### config.mk
export PLATFORM = sky130hd
export DESIGN_NAME = audio_capture_controller
export DESIGN_NICKNAME = d
export VERILOG_FILES = /design/src/rtl/audio_capture_controller.sv
export SDC_FILE = /design/constraint.sdc
export NUM_CORES = 1
export LEC_CHECK = 0
export BUFFER_PORTS_ARGS = -buffer_cell sky130_fd_sc_hd__buf_2
export CAP_MARGIN = 0
export CORE_UTILIZATION = 55
export CTS_BUF_LIST = sky130_fd_sc_hd__clkbuf_8 sky130_fd_sc_hd__clkbuf_16
export CTS_CLUSTER_DIAMETER = 150
export DETAILED_ROUTE_END_ITERATION = 8
export PLACE_DENSITY = 0.73
export SYNTH_ARGS = -nofsm -noshare
export SYNTH_HDL_FRONTEND = slang
export SYNTH_SLANG_ARGS = --single-unit
### constraint.sdc
create_clock -name i_clock -period 7 [get_ports i_clock]
set_clock_uncertainty 0.2 [all_clocks]
set_input_delay 0.35 -clock i_clock [delete_from_list [all_inputs] [get_ports i_clock]]
set_output_delay 0.35 -clock i_clock [all_outputs]
set_load 0.005 [all_outputs]
### src/rtl/audio_capture_controller.sv
// Stereo audio capture: samples L/R on each sample-strobe level change into a
// small FIFO that the CPU drains through the 4-bit request/ready register port.
module audio_capture_controller #(
  parameter int          BUFFER_SIZE  = 16,
  parameter logic [31:0] DEFAULT_RATE = 32'd17
) (
  input  logic        i_clock,
  input  logic        i_reset,
  input  logic        i_request,
  input  logic        i_rw,
  input  logic [3:0]  i_address,
  input  logic [31:0] i_wdata,
  output logic [31:0] o_rdata,
  output logic        o_ready,
  input  logic        i_input_sample_clock,
  input  logic [15:0] i_input_sample_left,
  input  logic [15:0] i_input_sample_right,
  output logic [31:0] o_input_sample_rate
);

  localparam int AW = (BUFFER_SIZE > 1) ? $clog2(BUFFER_SIZE) : 1;
  localparam int CW = $clog2(BUFFER_SIZE) + 1;
  localparam logic [CW-1:0] FULL_CNT = CW'(BUFFER_SIZE);

  logic [31:0]   mem [BUFFER_SIZE];

  logic          ready_q, ready_d;
  logic [31:0]   rdata_q, rdata_d;
  logic [31:0]   rate_q, rate_d;
  logic          enable_q, enable_d;
  logic          overflow_q, overflow_d;
  logic          underflow_q, underflow_d;
  logic [15:0]   drop_q, drop_d;
  logic [AW-1:0] rd_ptr_q, rd_ptr_d;
  logic [AW-1:0] wr_ptr_q, wr_ptr_d;
  logic [CW-1:0] count_q, count_d;
  logic          last_clk_q, last_clk_d;

  logic          access, is_rd, is_wr;
  logic          fifo_full, fifo_empty;
  logic          capture, flush, pop, push, drop;
  logic [31:0]   rd_val;
  logic [31:0]   status;

  always_comb begin
    access     = i_request & ~ready_q;
    is_rd      = access & ~i_rw;
    is_wr      = access & i_rw;
    fifo_full  = (count_q == FULL_CNT);
    fifo_empty = (count_q == '0);
    capture    = enable_q & (i_input_sample_clock != last_clk_q);
    flush      = is_wr & (i_address == 4'h3) & i_wdata[3];
    pop        = is_rd & (i_address == 4'h0) & ~fifo_empty;
    // A pop in the same cycle frees the slot, so a full FIFO still accepts.
    push       = capture & ~flush & (~fifo_full | pop);
    drop       = capture & ~flush & fifo_full & ~pop;
    status     = {drop_q, 11'd0, fifo_empty, fifo_full,
                  underflow_q, overflow_q, enable_q};

    rd_val = '0;
    if (is_rd) begin
      case (i_address)
        4'h0:    rd_val = fifo_empty ? 32'd0 : mem[rd_ptr_q];
        4'h1:    rd_val = {{(32-CW){1'b0}}, count_q};
        4'h2:    rd_val = rate_q;
        4'h3:    rd_val = status;
        default: rd_val = '0;
      endcase
    end

    ready_d     = i_request;
    rdata_d     = access ? rd_val : (i_request ? rdata_q : 32'd0);
    rate_d      = rate_q;
    enable_d    = enable_q;
    overflow_d  = overflow_q;
    underflow_d = underflow_q;
    drop_d      = drop_q;
    rd_ptr_d    = rd_ptr_q;
    wr_ptr_d    = wr_ptr_q;
    count_d     = count_q;
    last_clk_d  = i_input_sample_clock;

    if (is_wr && i_address == 4'h2) rate_d = i_wdata;
    if (is_wr && i_address == 4'h3) begin
      enable_d = i_wdata[0];
      if (i_wdata[1]) overflow_d  = 1'b0;
      if (i_wdata[2]) underflow_d = 1'b0;
    end
    if (is_rd && i_address == 4'h0 && fifo_empty) underflow_d = 1'b1;
    if (drop) begin
      overflow_d = 1'b1;
      if (drop_q != 16'hFFFF) drop_d = drop_q + 16'd1;
    end

    if (flush) begin
      rd_ptr_d = '0;
      wr_ptr_d = '0;
      count_d  = '0;
      drop_d   = '0;
    end else begin
      if (pop)  rd_ptr_d = rd_ptr_q + AW'(1);
      if (push) wr_ptr_d = wr_ptr_q + AW'(1);
      case ({push, pop})
        2'b10:   count_d = count_q + CW'(1);
        2'b01:   count_d = count_q - CW'(1);
        default: count_d = count_q;
      endcase
    end
  end

  always_ff @(posedge i_clock or posedge i_reset) begin
    if (i_reset) begin
      ready_q     <= 1'b0;
      rdata_q     <= '0;
      rate_q      <= DEFAULT_RATE;
      enable_q    <= 1'b0;
      overflow_q  <= 1'b0;
      underflow_q <= 1'b0;
      drop_q      <= '0;
      rd_ptr_q    <= '0;
      wr_ptr_q    <= '0;
      count_q     <= '0;
      last_clk_q  <= 1'b0;
    end else begin
      ready_q     <= ready_d;
      rdata_q     <= rdata_d;
      rate_q      <= rate_d;
      enable_q    <= enable_d;
      overflow_q  <= overflow_d;
      underflow_q <= underflow_d;
      drop_q      <= drop_d;
      rd_ptr_q    <= rd_ptr_d;
      wr_ptr_q    <= wr_ptr_d;
      count_q     <= count_d;
      last_clk_q  <= last_clk_d;
    end
  end

  // Storage needs no reset; the pointers define what is valid.
  always_ff @(posedge i_clock) begin
    if (push) mem[wr_ptr_q] <= {i_input_sample_left, i_input_sample_right};
  end

  assign o_ready             = ready_q;
  assign o_rdata             = rdata_q;
  assign o_input_sample_rate = rate_q;

endmodule

==> results of run 1 <==
==> state kept, by name, indices dropped and copies added (netlist names), 4 cells and up <==
register	flops
o_rdata	32
mem	512
rd_ptr_q	4
o_input_sample_rate	32
count_q	5
wr_ptr_q	4
drop_q	16
==> routing by layer <==
layer / track usage / up-vias / part of all wire
met5: 0 / - / 0.00025
met1: 0.3515 / 6565 / 0.42
met4: 0.07546 / 2 / 0.025
met2: 0.3872 / 586 / 0.48
met3: 0.04193 / 98 / 0.078
li1: - / 5369 / -
==> area by class of cell <==
type / count / area, um^2 / share of cell area
well taps: 585 / 732.0 / 0.02625
multi-input cells: 513 / 5874 / 0.2107
inverters: 8 / 32.53 / 0.001167
clock inverters: 50 / 442.9 / 0.01589
repair buffers: 219 / 1481 / 0.05314
flip-flops and latches: 610 / 17840 / 0.6399
clock buffers: 59 / 1476 / 0.05296
==> per-stage QoR <==
stage | hold WS (ns) | util | cells | power (mW) | setup slack, ns
after floorplan | 0.1814 | - | 1193 | 4.842 | 3.891
final | 0.09307 | 0.6486 | 2044 | 8.206 | 3.462
after detailed placement | 0.1770 | 0.5884 | 1868 | 5.110 | 3.491
after CTS | 0.06650 | 0.6486 | 2044 | 8.260 | 3.518
after global placement | 0.1703 | 0.5884 | 1868 | 5.090 | 3.519
after global routing | 0.1432 | 0.6486 | 2044 | 8.467 | 3.237
==> worst min-delay path: cells and delay by family <==
family | cells | cell delay [ns]
buffers and inverters | 3 | 0.97
==> how the worst max path moves through the flow <==
stage	from	end	slack, ns
floorplan	i_reset	count_q[0]	3.89
global placement	i_address[1]	count_q[3]	3.52
detailed placement	i_address[1]	count_q[4]	3.49
CTS	o_ready	count_q[4]	3.52
global route	o_ready	count_q[4]	3.24
finish	o_ready	count_q[4]	3.46
==> where the power goes <==
group          internal (mW)  switching, mW  leakage [nW]
Sequential              4.04          0.142          5.92
Combinational          0.467          0.416          2.74
Clock                   1.82           1.32         0.982
Total                   6.33           1.88          9.64
==> layout by cell type, fill, tap and decap left out, types with 32 or more instances in the layout <==
master	synthesis	final
edfxtp_1	512	512
dlygate4sd3_1	0	67
nand2_1	33	33
dfrtp_1	96	92
buf_2	26	137
mux4_2	128	128
a22oi_1	43	43
clkbuf_16	0	59
nor2_1	37	37
mux2_2	32	32
mux2i_1	57	57
==> repair_timing <==
action,in CTS,in global routing
gates resized for setup,0,0
setup buffers,0,0
hold endpoints to repair,578,0
hold buffers,67,0
==> cells by family after synthesis <==
kind of cell / after synthesis / synth area share
xor gates and xnor gates: 10 / 0.003655
and+or+nand+nor: 141 / 0.03159
AOI/OAI and AO/OA: 130 / 0.04120
muxes: 221 / 0.1610
buffers and inverters: 70 / 0.01232
DFF: 610 / 0.7441
adders and majority gates: 11 / 0.006057
==> summary.txt, run 1 <==
Worst setup path
  – Startpoint Class: flop
  – Worst-path maximum fanout: 19
  – Reg-to-reg endpoint: count_q[4]
  – Worst r2r src: o_ready
  – CP peak stage delay: 0.80 ns
  – CP cell instances: or3b_1 > a211oi_4 > and2_1 > ha_1 > a21o_1 > a21oi_1 > nor4_1 > a21oi_1 > mux2i_1
  – CP bufs+invs: 0
  – Setup CP Type: flop to flop
  – Most frequent cell on the critical path: a21oi_1
  – Crit. End Element: flop
  – Critical path's slowest cell: a211oi_4
  – CP delay by family, top: compound AO/OA/AOI/OAI gates
  – Flop2flop setup slack: roughly 3.5 ns
  – Data required, critical path: approximately 7.3 ns
  – Data arrival at the endpoint of the critical path: around 3.9 ns
  – Worst R2R Path Depth: 9
  – Crit. path cell count: 9

Die
  – Core ar.: 42980 um^2
  – Row cnt: 76
  – Die X: roughly 210 um
  – Die footprint: 44400 um^2
  – Ports: 138
  – Starting Density: 0.5575
  – Die H: approximately 210 um

STA
  – Final setup vio count: 0
  – Final critical-path share of the clock period: 0.5054
  – Setup_tns: 0 ns
  – Slew Viols, Final: 0
  – Final-report hold violation count: 0
  – Clock period minus final worst setup slack: approximately 3.5 ns
  – Relative slew slack: 0.1958
  – Max Fclk: roughly 0.28 GHz
  – Slew @ Worst Pin: 1.206 ns
  – RSZ-0062 raised after global routing: no

Detailed routing
  – Drt drc: 0
  – DRT Pass-1 Iters: 5
  – Post-DRT Antenna Nets: 0
  – Vias/cell: 6.174
  – Total routed wirelength: around 52000 um
  – DR WL/cell: 25.60 um
  – Via count: roughly 13000
  – Initial drt markers: between 1000 and 1500

Finish
  – Design area: 27880 um^2
  – Final net count: 1494
  – Layout area overhead: 16.35%
  – # fillers: 2876
  – Diodes inserted: 0
  – Share of post-route cells with drive strength above 1: 0.2947

Clocking
  – Clock transition at path regs: about 0.060 ns
  – Root Driver: clkbuf_16
  – Clk_lat worst skew: slightly above 0.6 ns
  – Num CTS Buffers: 58
  – CTS tree: built
  – CTS H-Tree Depth: 2
  – Sink Count: 610
  – Longest Clk Path Bufs: 3

Place
  – HPWL Detailed: 28880 um
  – GP Congestion: a little over 0.8
  – PortBufs: roughly 140
  – Post-DP Area: approximately 25000 um^2

Synth
  – Avg Cell Area, Syn: ~20 um^2
  – Ys flop type: edfxtp_1
  – Post-synth top area share: 0.6417
  – Synth cell types: 58
  – Area contributors post-synth: edfxtp_1, mux4_2, dfrtp_1, mux2i_1, mux2_2
  – Ys Warns: 0
  – Sequential area share after synthesis: 0.7441
  – Cell area after synthesis: between 20000 and 25000 um^2
  – Most frequent cells after synthesis: edfxtp_1, mux4_2, dfrtp_1
  – Most frequent cell after synthesis: edfxtp_1
  – Syn_nets: between 1000 and 1500
  – #FFs+latches synth: slightly above 600
  – Ys async rst share: 0.1607
  – Largest area contributor in the netlist: edfxtp_1
  – Syn Inst Count: approximately 1200
  – Post-synth EDFFs: about 500

Hold path
  – Hold Path Class: input port to asynchronous set/reset pin

GRT
  – Number of global-route vias before repair: 12930
  – Initial antenna violation count: 1
  – GR Util All Layers: 0.2443
  – Grt ovf: 0
  – First-pass GRT wire length: just under 80000 um
  – Largest net degree at the start of global routing: 70

Run status
  – Status: complete, no violations

Pwr
  – Pleak: 9.643 nW
  – Power per cell area: between 200 and 300 nW/um^2
  – Max VDD drop: 0.1810 mV

Flow run
  – MaxCap Viol Count: 0
No activity file was read; power rests on OpenSTA's default activity.
==> inputs of run 2 (changes only) <==
- clock period: 7 -> 3.65 ns (I/O delays scaled with it)
==> summary.txt, run 2 (synthesized netlist as in run 1, its figures left out) <==
Detailed routing
  – Via count: 12673 (was 12620)
  – Post-DRT Antenna Nets: 0 (unchanged)
  – Vias/cell: 6.128 (was 6.174)
  – DR WL/cell: 25.37 um (was 25.60 um)
  – Total routed wirelength: 52470 um (was 52320 um)
  – Drt drc: 0 (unchanged)
  – Initial drt markers: 1624 (was 1394)
  – DRT Pass-1 Iters: 8 (was 5)

Clocking
  – CTS H-Tree Depth: 2 (unchanged)
  – Sink Count: 610 (unchanged)
  – Root Driver: clkbuf_16 (unchanged)
  – Longest Clk Path Bufs: 3 (unchanged)
  – Clock transition at path regs: 0.07 ns (was 0.06 ns)
  – Num CTS Buffers: 58 (unchanged)
  – CTS tree: built (unchanged)
  – Clk_lat worst skew: 0.62 ns (was 0.61 ns)

Die
  – Ports: 138 (unchanged)
  – Die X: 210.7 um (unchanged)
  – Die footprint: 44400 um^2 (unchanged)
  – Row cnt: 76 (unchanged)
  – Core ar.: 42980 um^2 (unchanged)
  – Starting Density: 0.5575 (unchanged)
  – Die H: 210.7 um (unchanged)

Worst setup path
  – Setup CP Type: input port to flop (was flop to flop)
  – CP delay by family, top: buffers and inverters (was compound AO/OA/AOI/OAI gates)
  – Critical path's slowest cell: dlygate4sd3_1 (was a211oi_4)
  – CP bufs+invs: 4 (was 0)
  – Data required, critical path: 3.71 ns (was 7.33 ns)
  – Startpoint Class: input port (was flop)
  – Worst-path maximum fanout: 20 (was 19)
  – CP peak stage delay: 0.65 ns (was 0.80 ns)
  – Most frequent cell on the critical path: dlygate4sd3_1 (was a21oi_1)
  – Crit. End Element: flop (unchanged)
  – Data arrival at the endpoint of the critical path: 3.60 ns (was 3.86 ns)
  – CP cell instances: dlygate4sd3_1 > buf_2 > or4_4 > dlygate4sd3_1 > o211ai_4 > nand2_1 > nor3b_1 > and2_2 > buf_4 (was or3b_1 > a211oi_4 > and2_1 > ha_1 > a21o_1 > a21oi_1 > nor4_1 > a21oi_1 > mux2i_1)

Finish
  – Share of post-route cells with drive strength above 1: 0.3055 (was 0.2947)
  – Layout area overhead: 17.90% (was 16.35%)
  – Commonest non-fill, non-tap cell in the layout: edfxtp_1 (unchanged)
  – Biggest register: mem (unchanged)
  – Finished Core Util: 0.6573 (was 0.6486)
  – Commonest non-fill, non-tap cells in the layout: edfxtp_1, buf_2, mux4_2 (unchanged)
  – Final net count: 1521 (was 1494)
  – Max reg flops: 512 (unchanged)
  – Diodes inserted: 0 (unchanged)
  – # fillers: 2799 (was 2876)

STA
  – Clock period minus final worst setup slack: 3.539 ns
  – Final setup vio count: 0 (unchanged)
  – RSZ-0062 raised after global routing: no (unchanged)
  – Slew Viols, Final: 0 (unchanged)
  – Setup_tns: 0 ns (unchanged)
  – Slew @ Worst Pin: 0.9946 ns (was 1.206 ns)
  – Relative slew slack: 0.3355 (was 0.1958)
  – Max Fclk: between 0.2 and 0.3 GHz
  – Final critical-path share of the clock period: 0.9697
  – Final-report hold violation count: 0 (unchanged)
  – Worst setup margin: 0.1105 ns (was 3.462 ns)

GRT
  – Number of global-route vias before repair: 12829 (was 12930)
  – GR Util All Layers: 0.2438 (was 0.2443)
  – First-pass GRT wire length: 79770 um (was 79540 um)
  – Largest net degree at the start of global routing: 67 (was 70)
  – Initial antenna violation count: 0 (was 1)
  – Grt ovf: 0 (unchanged)

Pwr
  – Power per cell area: 559.7 nW/um^2 (was 294.3 nW/um^2)
  – Pleak: 9.809 nW (was 9.643 nW)
  – Max VDD drop: 0.3488 mV (was 0.1810 mV)

Run status
  – Status: complete, no violations (unchanged)

Place
  – GP Congestion: 0.8076 (was 0.8302)
  – HPWL Detailed: 31130 um (was 28880 um)
  – Place WS: 0.5688 ns (was 3.491 ns)
  – PortBufs: 137 (unchanged)

Flow run
  – MaxCap Viol Count: 0 (unchanged)

Hold path
  – Hold Path Class: input port to flop (was input port to asynchronous set/reset pin)
[run 2: changes by cell type in the layout (fill, tap and decap cells not counted), sizes merged]
| cell | change |
|---|---|
| dlygate4sd3 | +2 |
| buf | +25 |
| clkinv | -6 |
| inv | +3 |
[run 2: through the flow]
stage | std cells | cell area, um^2 | power (mW) | hold slack (ns)
floorplan | 1193 | 23960 | 9.285 | 0.01393
global placement | 1893 | 25650 | 9.892 | 0.1150
detailed placement | 1893 | 25650 | 9.913 | 0.1200
CTS | 2068 | 28240 | 15.91 | 0.007539
global route | 2068 | 28250 | 16.32 | 0.03268
finish | 2068 | 28250 | 15.81 | 0.04323
[run 2: worst paths after layout]
path                            depth (start not counted)                  from  slack, ns                endpoint
worst max register to register                          9               o_ready       0.56              count_q[4]
min in group asynchronous                               3               i_reset       0.10  o_input_sample_rate[6]
max in group asynchronous                               4               i_reset       2.33               drop_q[2]
worst max-delay path                                    9          i_address[1]       0.11               mem[5][4]
worst min-delay path                                    2  i_input_sample_clock       0.04              last_clk_q
worst min register to register                          1           o_rdata[17]       0.29             o_rdata[17]
[run 2: repair_timing]
item,4_1_cts,5_1_grt
buffers inserted,0,0
gates resized for setup,0,3
endpoints found under the hold margin,617,0
hold buffers,69,0
setup endpoints to repair,0,31
[run 2: routing by layer]
| metal | wire (um) | global-route usage | part of all wire | up-vias |
|---|---|---|---|---|
| li1 | - | - | - | 5437 |
| met1 | 23060 | 0.3623 | 0.44 | 6653 |
| met2 | 24880 | 0.3835 | 0.47 | 508 |
| met3 | 3453 | 0.03360 | 0.066 | 75 |
| met4 | 1067 | 0.06897 | 0.020 | 0 |
| met5 | 0 | 0 | 0 | - |
[run 2: final cells by class]
cell class | instances | area (um^2) | share of cell area
inverters | 8 | 32.53 | 0.001152
clock buffers | 59 | 1465 | 0.05186
multi-input cells | 513 | 5891 | 0.2085
clock inverters | 47 | 437.9 | 0.01550
well taps | 585 | 732.0 | 0.02591
flip-flops and latches | 610 | 17840 | 0.6315
repair buffers | 246 | 1852 | 0.06555
[run 2: report_power, final]
group	leakage (nW)	internal (mW)	switching, mW
clock network	0.972	3.47	2.52
logic	2.92	0.932	0.958
registers	5.92	7.75	0.188
total	9.81	12.1	3.66
==> inputs of run 3 (changes only) <==
- clock period: 3.65 -> 4.16 ns (I/O delays scaled with it)
==> summary.txt, run 3 (synthesized netlist as in run 1, its figures left out) <==
Clocking
  – Num CTS Buffers: 57 (was 58)
  – Sink Count: 610 (unchanged)
  – Clock transition at path regs: 0.06 ns (was 0.07 ns)
  – CTS H-Tree Depth: 2 (unchanged)
  – Root Driver: clkbuf_16 (unchanged)
  – Longest Clk Path Bufs: 3 (unchanged)
  – CTS tree: built (unchanged)
  – Clk_lat worst skew: 0.61 ns (was 0.62 ns)

Worst setup path
  – CP bufs+invs: 3 (was 4)
  – Data arrival at the endpoint of the critical path: 3.88 ns (was 3.60 ns)
  – Worst-path maximum fanout: 32 (was 20)
  – CP peak stage delay: 0.82 ns (was 0.65 ns)
  – CP cell instances: dlygate4sd3_1 > buf_2 > or4_4 > dlygate4sd3_1 > o211ai_4 > nand2_1 > nor3b_1 > and2_2 (was dlygate4sd3_1 > buf_2 > or4_4 > dlygate4sd3_1 > o211ai_4 > nand2_1 > nor3b_1 > and2_2 > buf_4)
  – Crit. End Element: flop (unchanged)
  – Most frequent cell on the critical path: dlygate4sd3_1 (unchanged)
  – Startpoint Class: input port (unchanged)
  – Setup CP Type: input port to flop (unchanged)
  – CP delay by family, top: simple AND/OR/NAND/NOR gates (was buffers and inverters)
  – Critical path's slowest cell: and2_2 (was dlygate4sd3_1)
  – Data required, critical path: 4.18 ns (was 3.71 ns)

GRT
  – Largest net degree at the start of global routing: 56 (was 67)
  – First-pass GRT wire length: 78350 um (was 79770 um)
  – GR Util All Layers: 0.2404 (was 0.2438)
  – Number of global-route vias before repair: 12695 (was 12829)
  – Grt ovf: 0 (unchanged)
  – Initial antenna violation count: 0 (unchanged)

Pwr
  – Max VDD drop: 0.3232 mV (was 0.3488 mV)
  – Total power draw: 13.83 mW (was 15.81 mW)
  – Power per cell area: 493.6 nW/um^2 (was 559.7 nW/um^2)
  – Pleak: 9.724 nW (was 9.809 nW)

Finish
  – Design area: 28010 um^2 (was 28250 um^2)
  – Biggest register: mem (unchanged)
  – Diodes inserted: 0 (unchanged)
  – Final net count: 1509 (was 1521)
  – Share of post-route cells with drive strength above 1: 0.2985 (was 0.3055)
  – Commonest non-fill, non-tap cell in the layout: edfxtp_1 (unchanged)
  – Commonest non-fill, non-tap cells in the layout: edfxtp_1, buf_2, mux4_2 (unchanged)
  – Layout area overhead: 16.89% (was 17.90%)
  – Max reg flops: 512 (unchanged)

STA
  – Clock period minus final worst setup slack: between 3 and 4 ns
  – Slew @ Worst Pin: 0.9987 ns (was 0.9946 ns)
  – Final setup vio count: 0 (unchanged)
  – Slew Viols, Final: 0 (unchanged)
  – Final critical-path share of the clock period: 0.9262
  – Setup_tns: 0 ns (unchanged)
  – Max Fclk: approximately 0.26 GHz
  – Relative slew slack: 0.3328 (was 0.3355)
  – Worst setup margin: 0.3072 ns (was 0.1105 ns)
  – RSZ-0062 raised after global routing: no (unchanged)
  – Final-report hold violation count: 0 (unchanged)

Die
  – Die H: 210.7 um (unchanged)
  – Ports: 138 (unchanged)
  – Die footprint: 44400 um^2 (unchanged)
  – Die X: 210.7 um (unchanged)
  – Starting Density: 0.5575 (unchanged)
  – Row cnt: 76 (unchanged)
  – Core ar.: 42980 um^2 (unchanged)

Detailed routing
  – DR WL/cell: 25.18 um (was 25.37 um)
  – Drt drc: 0 (unchanged)
  – DRT Pass-1 Iters: 6 (was 8)
  – Post-DRT Antenna Nets: 0 (unchanged)
  – Initial drt markers: 1617 (was 1624)
  – Total routed wirelength: 51840 um (was 52470 um)
  – Via count: 12578 (was 12673)
  – Vias/cell: 6.109 (was 6.128)

Place
  – Post-DP Area: 25400 um^2 (was 25650 um^2)
  – HPWL Detailed: 31850 um (was 31130 um)
  – Place WS: 0.8098 ns (was 0.5688 ns)
  – PortBufs: 137 (unchanged)
  – GP Congestion: 0.8190 (was 0.8076)

Flow run
  – MaxCap Viol Count: 0 (unchanged)

Hold path
  – Hold Path Class: input port to asynchronous set/reset pin (was input port to flop)

Run status
  – Status: complete, no violations (unchanged)
## run 3: final timing paths
kind	endpoint	slack, ns	from	cells after the start
min in group i_clock	o_ready	0.09	i_request	2
min reg2reg	o_rdata[26]	0.28	o_rdata[26]	1
min	o_rdata[11]	0.08	i_reset	3
max	mem[7][5]	0.31	i_address[1]	8
max in group asynchronous	o_rdata[23]	2.64	i_reset	4
max reg2reg	mem[7][5]	0.81	o_ready	5
## run 3: repair_timing
action / in CTS / in global routing
gates resized for setup: 0 / 0
buffers inserted: 0 / 0
endpoints found under the hold margin: 609 / 0
hold buffers: 71 / 0
## run 3: area by class of cell
type,instances,area (um^2)
multi-input cells,513,5882
repair buffers,235,1624
fillers,2814,14970
inverters,8,32.53
clock inverters,44,352.8
flip-flops and latches,610,17840
well taps,585,732.0
clock buffers,64,1545
## run 3: per-layer routing
| metal | track usage | routed length (um) | up-vias |
|---|---|---|---|
| li1 | - | - | 5406 |
| met5 | 0 | 0 | - |
| met3 | 0.05189 | 4894 | 74 |
| met1 | 0.3639 | 22210 | 6509 |
| met2 | 0.3630 | 23800 | 589 |
| met4 | 0.05447 | 926 | 0 |
## run 3: worst register-to-register path, delay by kind of cell, from the launching register on
family	cells	cell delay, ns
AND/OR/NAND/NOR	4	2.04
flip-flops	1	0.40
AO/OA/AOI/OAI	1	0.29
## run 3: per-stage QoR
| stage | hold WS (ns) | util | std cells |
|---|---|---|---|
| 2_1_floorplan | 0.03943 | - | 1193 |
| 3_3_place_gp | 0.1512 | 0.5909 | 1880 |
| 3_5_place_dp | 0.1531 | 0.5909 | 1880 |
| 4_1_cts | 0.05460 | 0.6516 | 2059 |
| 5_1_grt | 0.07238 | 0.6516 | 2059 |
| 6_report | 0.07844 | 0.6516 | 2059 |
## run 3: power by group
group | total, mW | internal, mW | switching, mW
logic | 1.62 | 0.804 | 0.814
registers | 7.00 | 6.80 | 0.201
clock network | 5.21 | 3.02 | 2.19
total | 13.8 | 10.6 | 3.21
